**config.mk**
```make
export PLATFORM = sky130hd
export DESIGN_NAME = iterative_multiplier_flat
export DESIGN_NICKNAME = d
export VERILOG_FILES = /design/src/rtl/iterative_multiplier_pkg.sv /design/src/rtl/iterative_multiplier_if.sv /design/src/rtl/iterative_multiplier_mul_step.sv /design/src/rtl/iterative_multiplier.sv /design/src/flat_wrapper.sv
export SDC_FILE = /design/constraint.sdc
export NUM_CORES = 2
export LEC_CHECK = 0
export CORE_ASPECT_RATIO = 0.8
export CORE_MARGIN = 3
export CORE_UTILIZATION = 55
export DETAILED_ROUTE_END_ITERATION = 8
export DONT_BUFFER_PORTS = 1
export HOLD_SLACK_MARGIN = 0.08
export PLACE_DENSITY = 0.7
export SETUP_SLACK_MARGIN = 0.2
export SLEW_MARGIN = 20
export SYNTH_ARGS = -nofsm -noshare
export SYNTH_HDL_FRONTEND = slang
export SYNTH_SLANG_ARGS = --single-unit
```
**constraint.sdc**
```tcl
create_clock -name ctl_clk -period 21.4 [get_ports ctl_clk]
set_input_delay 4.28 -clock ctl_clk [delete_from_list [all_inputs] [get_ports ctl_clk]]
set_output_delay 4.28 -clock ctl_clk [all_outputs]
set_load 0.1 [all_outputs]
```
**src/rtl/iterative_multiplier_pkg.sv**
```systemverilog
// Shared constants, FSM state type and architecture helper for the iterative multiplier.
package mul_pkg;

    localparam int unsigned MUL_SINGLE = 0;
    localparam int unsigned MUL_R2     = 1;
    localparam int unsigned MUL_R4     = 2;
    localparam int unsigned MUL_R16    = 3;

    typedef enum logic {
        IDLE = 1'b0,
        BUSY = 1'b1
    } state_e;

    // Multiplier bits retired per BUSY cycle for a given architecture.
    function automatic int unsigned bits_per_iter(input int unsigned mul_type,
                                                  input int unsigned width);
        case (mul_type)
            MUL_R2:  return 1;
            MUL_R4:  return 2;
            MUL_R16: return 4;
            default: return width;
        endcase
    endfunction

endpackage

```
**src/rtl/iterative_multiplier_if.sv**
```systemverilog
// Operand, control and result bundle between a requester and the iterative multiplier.
interface iterative_multiplier_if #(
    parameter int unsigned C_WIDTH = 32
) ();

    logic [C_WIDTH-1:0] a;
    logic [C_WIDTH-1:0] b;
    logic               signed_cal;
    logic               trigger;
    logic [C_WIDTH-1:0] y;
    logic               ready;
    logic               done;

    modport master (
        output a, b, signed_cal, trigger,
        input  y, ready, done
    );

    modport slave (
        input  a, b, signed_cal, trigger,
        output y, ready, done
    );

endinterface

```
**src/rtl/iterative_multiplier_mul_step.sv**
```systemverilog
// Combinational partial-product-and-accumulate slice: acc_o = acc_i + mcand_i * bits_i.
module mul_step #(
    parameter int unsigned AccWidth    = 64,
    parameter int unsigned BitsPerIter = 1
) (
    input  logic [AccWidth-1:0]    acc_i,
    input  logic [AccWidth-1:0]    mcand_i,
    input  logic [BitsPerIter-1:0] bits_i,
    output logic [AccWidth-1:0]    acc_o
);

    always_comb begin
        acc_o = acc_i + mcand_i * {{(AccWidth - BitsPerIter){1'b0}}, bits_i};
    end

endmodule

```
**src/rtl/iterative_multiplier.sv**
```systemverilog
// Iterative sign-magnitude multiplier with selectable radix (MUL_TYPE) and fixed-point shift.
// Optional round-half-up before the shift when ITERATIVE_MULTIPLIER_ROUND_EN is defined.
module iterative_multiplier
    import mul_pkg::*;
#(
    parameter int unsigned C_WIDTH     = 32,
    parameter int unsigned FIXED_POINT = 0,
    parameter int unsigned MUL_TYPE    = 0
) (
    input logic                  ctl_clk,
    input logic                  reset,
    iterative_multiplier_if.slave bus
);

    localparam int unsigned B    = bits_per_iter(MUL_TYPE, C_WIDTH);
    localparam int unsigned N    = C_WIDTH / B;
    localparam int unsigned CntW = $clog2(N + 1);
    localparam int unsigned AccW = 2 * C_WIDTH;

`ifdef ITERATIVE_MULTIPLIER_ROUND_EN
    localparam bit RoundEn = 1'b1;
`else
    localparam bit RoundEn = 1'b0;
`endif

    localparam logic [AccW-1:0] RoundK = (RoundEn && FIXED_POINT > 0) ?
        (AccW'(1) << ((FIXED_POINT > 0) ? FIXED_POINT - 1 : 0)) : '0;

    state_e             state_q, state_d;
    logic [AccW-1:0]    mcand_q, mcand_d;
    logic [C_WIDTH:0]   mplier_q, mplier_d;
    logic [AccW-1:0]    acc_q, acc_d;
    logic               neg_q, neg_d;
    logic [CntW-1:0]    cnt_q, cnt_d;
    logic [C_WIDTH-1:0] y_q, y_d;
    logic               ready_q, ready_d;
    logic               done_q, done_d;

    logic               a_neg, b_neg;
    logic [C_WIDTH:0]   a_ext, b_ext, a_mag, b_mag;
    logic [AccW-1:0]    step_acc, prod, rounded;

    // One extra bit keeps the magnitude of the most negative operand exact.
    always_comb begin
        a_neg = bus.signed_cal & bus.a[C_WIDTH-1];
        b_neg = bus.signed_cal & bus.b[C_WIDTH-1];
        a_ext = {a_neg, bus.a};
        b_ext = {b_neg, bus.b};
        a_mag = a_neg ? (~a_ext + 1'b1) : a_ext;
        b_mag = b_neg ? (~b_ext + 1'b1) : b_ext;
    end

    mul_step #(
        .AccWidth   (AccW),
        .BitsPerIter(B)
    ) u_step (
        .acc_i  (acc_q),
        .mcand_i(mcand_q),
        .bits_i (mplier_q[B-1:0]),
        .acc_o  (step_acc)
    );

    always_comb begin
        prod    = neg_q ? (~step_acc + 1'b1) : step_acc;
        rounded = prod + RoundK;
    end

    always_comb begin
        state_d  = state_q;
        mcand_d  = mcand_q;
        mplier_d = mplier_q;
        acc_d    = acc_q;
        neg_d    = neg_q;
        cnt_d    = cnt_q;
        y_d      = y_q;
        ready_d  = ready_q;
        done_d   = 1'b0;

        unique case (state_q)
            IDLE: begin
                if (bus.trigger) begin
                    state_d  = BUSY;
                    ready_d  = 1'b0;
                    mcand_d  = {{(AccW - C_WIDTH - 1){1'b0}}, a_mag};
                    mplier_d = b_mag;
                    neg_d    = a_neg ^ b_neg;
                    acc_d    = '0;
                    cnt_d    = CntW'(N);
                end
            end
            BUSY: begin
                acc_d    = step_acc;
                mcand_d  = mcand_q << B;
                mplier_d = mplier_q >> B;
                cnt_d    = cnt_q - CntW'(1);
                if (cnt_q == CntW'(1)) begin
                    y_d     = C_WIDTH'(rounded >> FIXED_POINT);
                    done_d  = 1'b1;
                    ready_d = 1'b1;
                    state_d = IDLE;
                end
            end
        endcase
    end

    always_ff @(posedge ctl_clk or negedge reset) begin
        if (!reset) begin
            state_q  <= IDLE;
            mcand_q  <= '0;
            mplier_q <= '0;
            acc_q    <= '0;
            neg_q    <= 1'b0;
            cnt_q    <= '0;
            y_q      <= '0;
            ready_q  <= 1'b1;
            done_q   <= 1'b0;
        end else begin
            state_q  <= state_d;
            mcand_q  <= mcand_d;
            mplier_q <= mplier_d;
            acc_q    <= acc_d;
            neg_q    <= neg_d;
            cnt_q    <= cnt_d;
            y_q      <= y_d;
            ready_q  <= ready_d;
            done_q   <= done_d;
        end
    end

    assign bus.y     = y_q;
    assign bus.ready = ready_q;
    assign bus.done  = done_q;

endmodule

```
**src/flat_wrapper.sv**
```systemverilog
// flat-port wrapper written by rule: the top's interface ports become plain ports
module iterative_multiplier_flat import mul_pkg::*;
#(
    parameter int unsigned C_WIDTH     = 32,
    parameter int unsigned FIXED_POINT = 0,
    parameter int unsigned MUL_TYPE    = 0
)
  (ctl_clk, reset, bus_a, bus_b, bus_signed_cal, bus_trigger, bus_y, bus_ready, bus_done);
  iterative_multiplier_if #(.C_WIDTH(C_WIDTH)) bus_i ();
  input logic ctl_clk;
  input logic reset;
  input wire logic [$bits(bus_i.a)-1:0] bus_a;
  input wire logic [$bits(bus_i.b)-1:0] bus_b;
  input wire logic [$bits(bus_i.signed_cal)-1:0] bus_signed_cal;
  input wire logic [$bits(bus_i.trigger)-1:0] bus_trigger;
  output wire logic [$bits(bus_i.y)-1:0] bus_y;
  output wire logic [$bits(bus_i.ready)-1:0] bus_ready;
  output wire logic [$bits(bus_i.done)-1:0] bus_done;
  assign bus_i.a = bus_a;
  assign bus_i.b = bus_b;
  assign bus_i.signed_cal = bus_signed_cal;
  assign bus_i.trigger = bus_trigger;
  assign bus_y = bus_i.y;
  assign bus_ready = bus_i.ready;
  assign bus_done = bus_i.done;
  iterative_multiplier #(.C_WIDTH(C_WIDTH), .FIXED_POINT(FIXED_POINT), .MUL_TYPE(MUL_TYPE)) u_core (.ctl_clk(ctl_clk), .reset(reset), .bus(bus_i));
endmodule
```
### Yosys cells after proc, flatten, opt, wreduce, memory -nomap -nowiden

Cells that the tools add are included.

* multipliers: 1
* eq/ne operators: 2
* bitwise gates (word level): 7
* mux-type cells: 19
* add/sub/neg operators: 5
* reduce and logical (&&, ||, !) cells: 3

Operator list (count)
* one-hot mux 64 bit (2 select lines): 2
* 2-to-1 mux 64 bit: 2
* 2-to-1 mux 33 bit: 3
* adder 33 x 1 -> 33 bit (second input constant): 2
* inverter 33 bit: 2
* one-hot mux 33 bit (2 select lines): 1
* adder 64 bit: 1
* multiplier 64 x 32 -> 64 bit: 1
* adder 32 x 1 -> 32 bit (second input constant): 1
* 2-to-1 mux 32 bit: 1
* inverter 32 bit: 1
* 2-to-1 mux 1 bit: 7
* one-hot mux 1 bit (2 select lines): 3
* AND reduction 2 bit: 3
* inequality test 2 bit (second input constant): 2
* bitwise AND 1 bit: 2
* inverter 1 bit: 1
* subtractor 1 bit (second input constant): 1
* XOR 1 bit: 1

* logic and storage cells: 46
* output and inout bits: 34
* flip-flop bits (word level): 198
* bits of input ports: 68

### Longest topological paths before layout

* depth in word-level cells: 6
* mapped depth: 31
* mapped depth without buffers: 28

### By module

Synthesis repeated with hierarchy kept, for this count alone.

* cells, all modules: 6132
* area total of the unflattened synthesis: 56252.7 um^2

Modules (own cells, without submodules)
* mul_step: cells an instance 5249, area each 46993.8 um^2, times used 1, seq. area each 0.0 um^2
* iterative_multiplier: cells an instance 883, area each 9258.9 um^2, times used 1, seq. area each 4956.0 um^2

### Worst setup path before layout

No wires, ideal clock.

* path type: register to register
* start point: reg u_core.mcand_q[14]
* end point: reg u_core.y_q[30] (netlist: u_core.bus.y[30])
* path buffers: 3
* setup slack: 13516 ps
* library setup time: 128 ps
* arrival: 7756 ps
* stages on the path, launching flop included: 28
* cells stage by stage: dfrtp_1 clkbuf_1 clkbuf_1 and2_1 fa_1 fa_1 fa_1 inv_1 fa_1 inv_1 fa_1 fa_1 fa_1 inv_1 fa_1 inv_1 ha_1 clkbuf_1 a211oi_1 o2111ai_1 a221oi_1 o21ai_0 xor2_1 a211o_1 or4_1 o31ai_1 xor2_1 o21ai_1

* cells in the longest elaborated chain, start to end: 5

Ends and longest elaborated chain
* from (decl): line iterative_multiplier.sv:30 `logic [AccW-1:0] mcand_q, mcand_d;`
* from (signal assigned): line iterative_multiplier.sv:119 `mcand_q <= mcand_d;`
* multiplier 64 x 32 -> 64 bit *: line iterative_multiplier_mul_step.sv:13 `acc_o = acc_i + mcand_i * {{(AccWidth - BitsPerIter){1'b0}}, bits_i};`
* adder 64 bit *: line iterative_multiplier_mul_step.sv:13
* inverter 32 bit: line iterative_multiplier.sv:64 `prod = neg_q ? (~step_acc + 1'b1) : step_acc;`
* adder 32 x 1 -> 32 bit: line iterative_multiplier.sv:64
* 2-to-1 mux 32 bit *: line iterative_multiplier.sv:64
* to (signal assigned): line iterative_multiplier.sv:124 `y_q <= y_d;`
* to (decl): line iterative_multiplier.sv:35 `logic [C_WIDTH-1:0] y_q, y_d;`

Every way passes the cells marked *; elsewhere a longest branch is shown, timed or not.
A chain may end at the register's enable or synchronous reset.

### Worst setup path after layout

* start point: reg u_core.mplier_q[6]
* end point: reg u_core.y_q[30] (netlist: u_core.bus.y[30])

* cells in the longest elaborated chain, start to end: 5

Ends and longest elaborated chain
* from (decl): line iterative_multiplier.sv:31 `logic [C_WIDTH:0] mplier_q, mplier_d;`
* from (signal assigned): line iterative_multiplier.sv:120 `mplier_q <= mplier_d;`
* multiplier 64 x 32 -> 64 bit *: line iterative_multiplier_mul_step.sv:13
* adder 64 bit *: line iterative_multiplier_mul_step.sv:13
* inverter 32 bit: line iterative_multiplier.sv:64
* adder 32 x 1 -> 32 bit: line iterative_multiplier.sv:64
* 2-to-1 mux 32 bit *: line iterative_multiplier.sv:64

Marks and branches as above.

==> impl_metrics.py <==
metrics = {
    "die": {
        "die_h_um": 193,
        "io_pins": 102,
        "initial_utilization_pct": 55.9,
        "fp.coreArea_um2": 43200,
        "die_area_um2": 46500,
        "rows": 68,
        "die_x_um": 240,
    },
    "detailed_routing": {
        "drt_pass1_iterations": 5,
        "dr_total_vias": 18100,
        "drt_iter0_drc": 1409,
        "routed_wl_um": 62400,
        "drc": 0,
        "wire_per_inst_um": 19.6,
        "antenna_left": 0,
        "viasPerCell": 5.66,
    },
    "setup_path": {
        "arrival_ps": 9330,
        "startpoint_type": "register",
        "crit_slowest_cell": "dfrtp_1",
        "crit_buf_inv": 6,
        "crit_family": "adder cells",
        "r2r_setup_slack_ps": 12360,
        "worstSetupEndpointType": "register",
        "required_ps": 21680,
        "cp_common_cell": "fa_1",
        "worstPathMaxFanout": 27,
        "critical_path_class": "reg -> reg",
        "r2r-end": "u_core.bus.y[30]$_DFFE_PN0P_",
        "cpPeakStageDelay_ps": 1030,
        "rr_worst_depth": 26,
        "r2r-start": "u_core.mplier_q[6]$_DFFE_PN0P_",
    },
    "logic_synthesis": {
        "synthCells": 2728,
        "synthXorXnorAreaFrac_pct": 5.77,
        "synth-compound-area-share_pct": 8.61,
        "seq_area_frac_synth_pct": 13.9,
        "synth_nets": 3361,
        "synthArstFlopShare_pct": 100,
        "synth_warnings": 0,
        "netlist_area_um2": 24100,
        "yosysTopAreaCell": "fa_1",
        "synth.area.top_cells": "fa_1 (36%), dfrtp_1 (14%), inv_1 (8.5%)",
        "synthFlopType": "dfrtp_1",
        "synth_top_area_share_pct": 36.3,
        "avgSynthCellArea_um2": 8.85,
        "synth_top_family_by_area": "adder cells",
        "synth-seq-cells": 134,
        "synth-edff-count": 0,
        "synth-simple-area-share_pct": 17.5,
        "synthMuxAreaShare_pct": 0.497,
        "synth-adder-area-share_pct": 42.9,
        "synth_cell_types": 66,
    },
    "run_status": {
        "status": "completed",
    },
    "clock_network": {
        "clk_latency_ps": 450,
        "clk_pin_slew_ps": 60,
        "cts_max_level": 4,
        "ctsRootBufferMaster": "clkbuf_16",
        "cts_setup_buffers": 0,
        "cts.path.max_buffers": 2,
        "cts_resized": 0,
        "numCtsBuffers": 17,
        "cts_tree": "done",
        "cts_sinks": 134,
        "postCtsHoldBufs": 0,
    },
    "sta": {
        "tns_ps": 0,
        "setup_viol": 0,
        "slew_violations": 0,
        "final_hold_viol_count": 0,
        "fin_crit_sh_pct": 42.3,
        "post-route-min-period_ps": 9040,
        "relSlewSlack_pct": 29.6,
        "grt_setup_unrepaired": "no",
        "fmax_mhz": 111,
        "tightest_slew_ps": 1060,
        "whs_ps": 491,
        "skew_ps": 16.0,
    },
    "hold_path": {
        "worst_hold_startpoint": "u_core.mplier_q[32]$_DFFE_PN0P_",
        "whs_path_depth": 2,
        "hold_class": "reg -> reg",
        "min_to": "u_core.mplier_q[0]$_DFFE_PN0P_",
    },
    "placement": {
        "dp_hpwl_um": 49500,
        "gp_congestion": 0.991,
        "port_buffers": 0,
    },
    "grt": {
        "grtUsageMet2_pct": 43.2,
        "grt_pass1_vias": 19200,
        "grt-ovfl-total": 0,
        "busiest_layer": "met2",
        "grt_max_degree": 144,
        "grt_usage_pct": 28.5,
        "antenna_found_initial": 0,
        "use_met3_pct": 5.96,
        "grt_pass1_wl_um": 104000,
        "use_met1_pct": 42.1,
    },
    "flow_run": {
        "max_cap_violations": 0,
    },
    "layout": {
        "layout_commonest_cell": "inv_1",
        "layout-drive-gt1-share_pct": 2.62,
        "area_growth_syn_to_layout_pct": 3.78,
        "fin_nets": 3250,
        "layout_common_cells": "inv_1 (549), fa_1 (438), nand2_1 (341), and2_1 (306), dfrtp_1 (132)",
    },
}
-- registers in the layout, summed over array words and instances, names as in the netlist --
register and cells:
u_core.bus.y 32, u_core.mcand_q 32, u_core.state_q 1, u_core.neg_q 1, u_core.bus.ready 1, u_core.cnt_q 1
u_core.acc_q 32, u_core.mplier_q 33, u_core.bus.done 1
-- final cells by class --
| cell class | instances | area, um^2 |
|---|---|---|
| fill | 3800 | 18200 |
| tap | 560 | 701 |
| timing repair buffer | 19 | 163 |
| clock inverter | 12 | 154 |
| multi-input combinational | 1896 | 18200 |
| inverter | 549 | 2060 |
| clock buffer | 20 | 447 |
| antenna | 1 | 2.50 |
| sequential | 134 | 3360 |
-- Yosys cell counts, types with 3 or more instances --
library cell and instances:
ha_1 127, nor2_1 98, nor3_1 18, or2_2 4, o41ai_1 5, nor4_1 14, and3_1 6, a21oi_1 40
dfrtp_1 133, nand2_1 342, clkbuf_1 143, nand2b_1 6, o31ai_1 36, inv_1 549, a22o_1 6, nand3b_1 5
or4_1 6, and2_1 306, a221oi_1 3, nand3_1 14, buf_1 4, or3_1 14, a211o_1 3, xnor2_1 87
a311oi_1 13, o21ai_1 12, nand4_1 9, xor2_1 72, fa_1 438, a31o_2 3, a211oi_1 50, mux2i_1 12
a31oi_1 9, o211ai_1 6, a21o_1 4, o22ai_1 4, o21ai_0 85
-- kinds of logic after synthesis --
family / after synthesis
simple gates: 852
buf+inv: 698
fa+ha+maj: 565
compound gates: 308
xor+xnor: 159
flops: 134
mux: 12
-- worst reg2reg max path, cell delays in order, from the launching register on --
cell and delay (ps):
dfrtp_1 1030, and2_1 300, fa_1 450, fa_1 500, fa_1 530, inv_1 60
fa_1 540, inv_1 50, fa_1 490, inv_1 50, fa_1 480, inv_1 60
fa_1 530, inv_1 50, fa_1 550, inv_1 50, ha_1 430, a21oi_1 380
o221ai_1 300, o21ai_0 200, a21boi_0 130, a31oi_1 220, xnor2_1 260, or4_1 660
o31ai_1 310, xor2_1 180, o21ai_1 70
-- worst max-delay path by stage --
stage                                               from                            to  slack [ps]  cells past startpoint
final                     u_core.mplier_q[6]$_DFFE_PN0P_  u_core.bus.y[30]$_DFFE_PN0P_       12360                     26
after global routing      u_core.mplier_q[6]$_DFFE_PN0P_  u_core.bus.y[30]$_DFFE_PN0P_       12000                     26
after floorplan           u_core.mcand_q[14]$_DFFE_PN0P_  u_core.bus.y[30]$_DFFE_PN0P_       13520                     27
after global placement    u_core.mplier_q[6]$_DFFE_PN0P_  u_core.bus.y[30]$_DFFE_PN0P_       12730                     24
after CTS                 u_core.mplier_q[6]$_DFFE_PN0P_  u_core.bus.y[30]$_DFFE_PN0P_       12530                     24
after detailed placement  u_core.mplier_q[6]$_DFFE_PN0P_  u_core.bus.y[30]$_DFFE_PN0P_       12520                     24
-- metal layers --
| layer | up-vias | part of all wire [%] |
|---|---|---|
| met5 | - | 0 |
| li1 | 8100 | - |
| met2 | 699 | 45 |
| met1 | 9175 | 44 |
| met3 | 80 | 8.0 |
| met4 | 0 | 2.3 |
-- stage by stage --
stage | area (um^2) | instances | setup slack, ps | util [%]
floorplan | 24100 | 2728 | 13520 | -
global placement | 24400 | 3157 | 12730 | 56.5
detailed placement | 24500 | 3158 | 12520 | 56.6
CTS | 25100 | 3190 | 12530 | 58.0
global route | 25100 | 3190 | 12000 | 58.0
finish | 25100 | 3191 | 12360 | 58.0
Power is not shown: default switching activity piles up to over one toggle a cycle in this logic, so the estimate is an artifact.
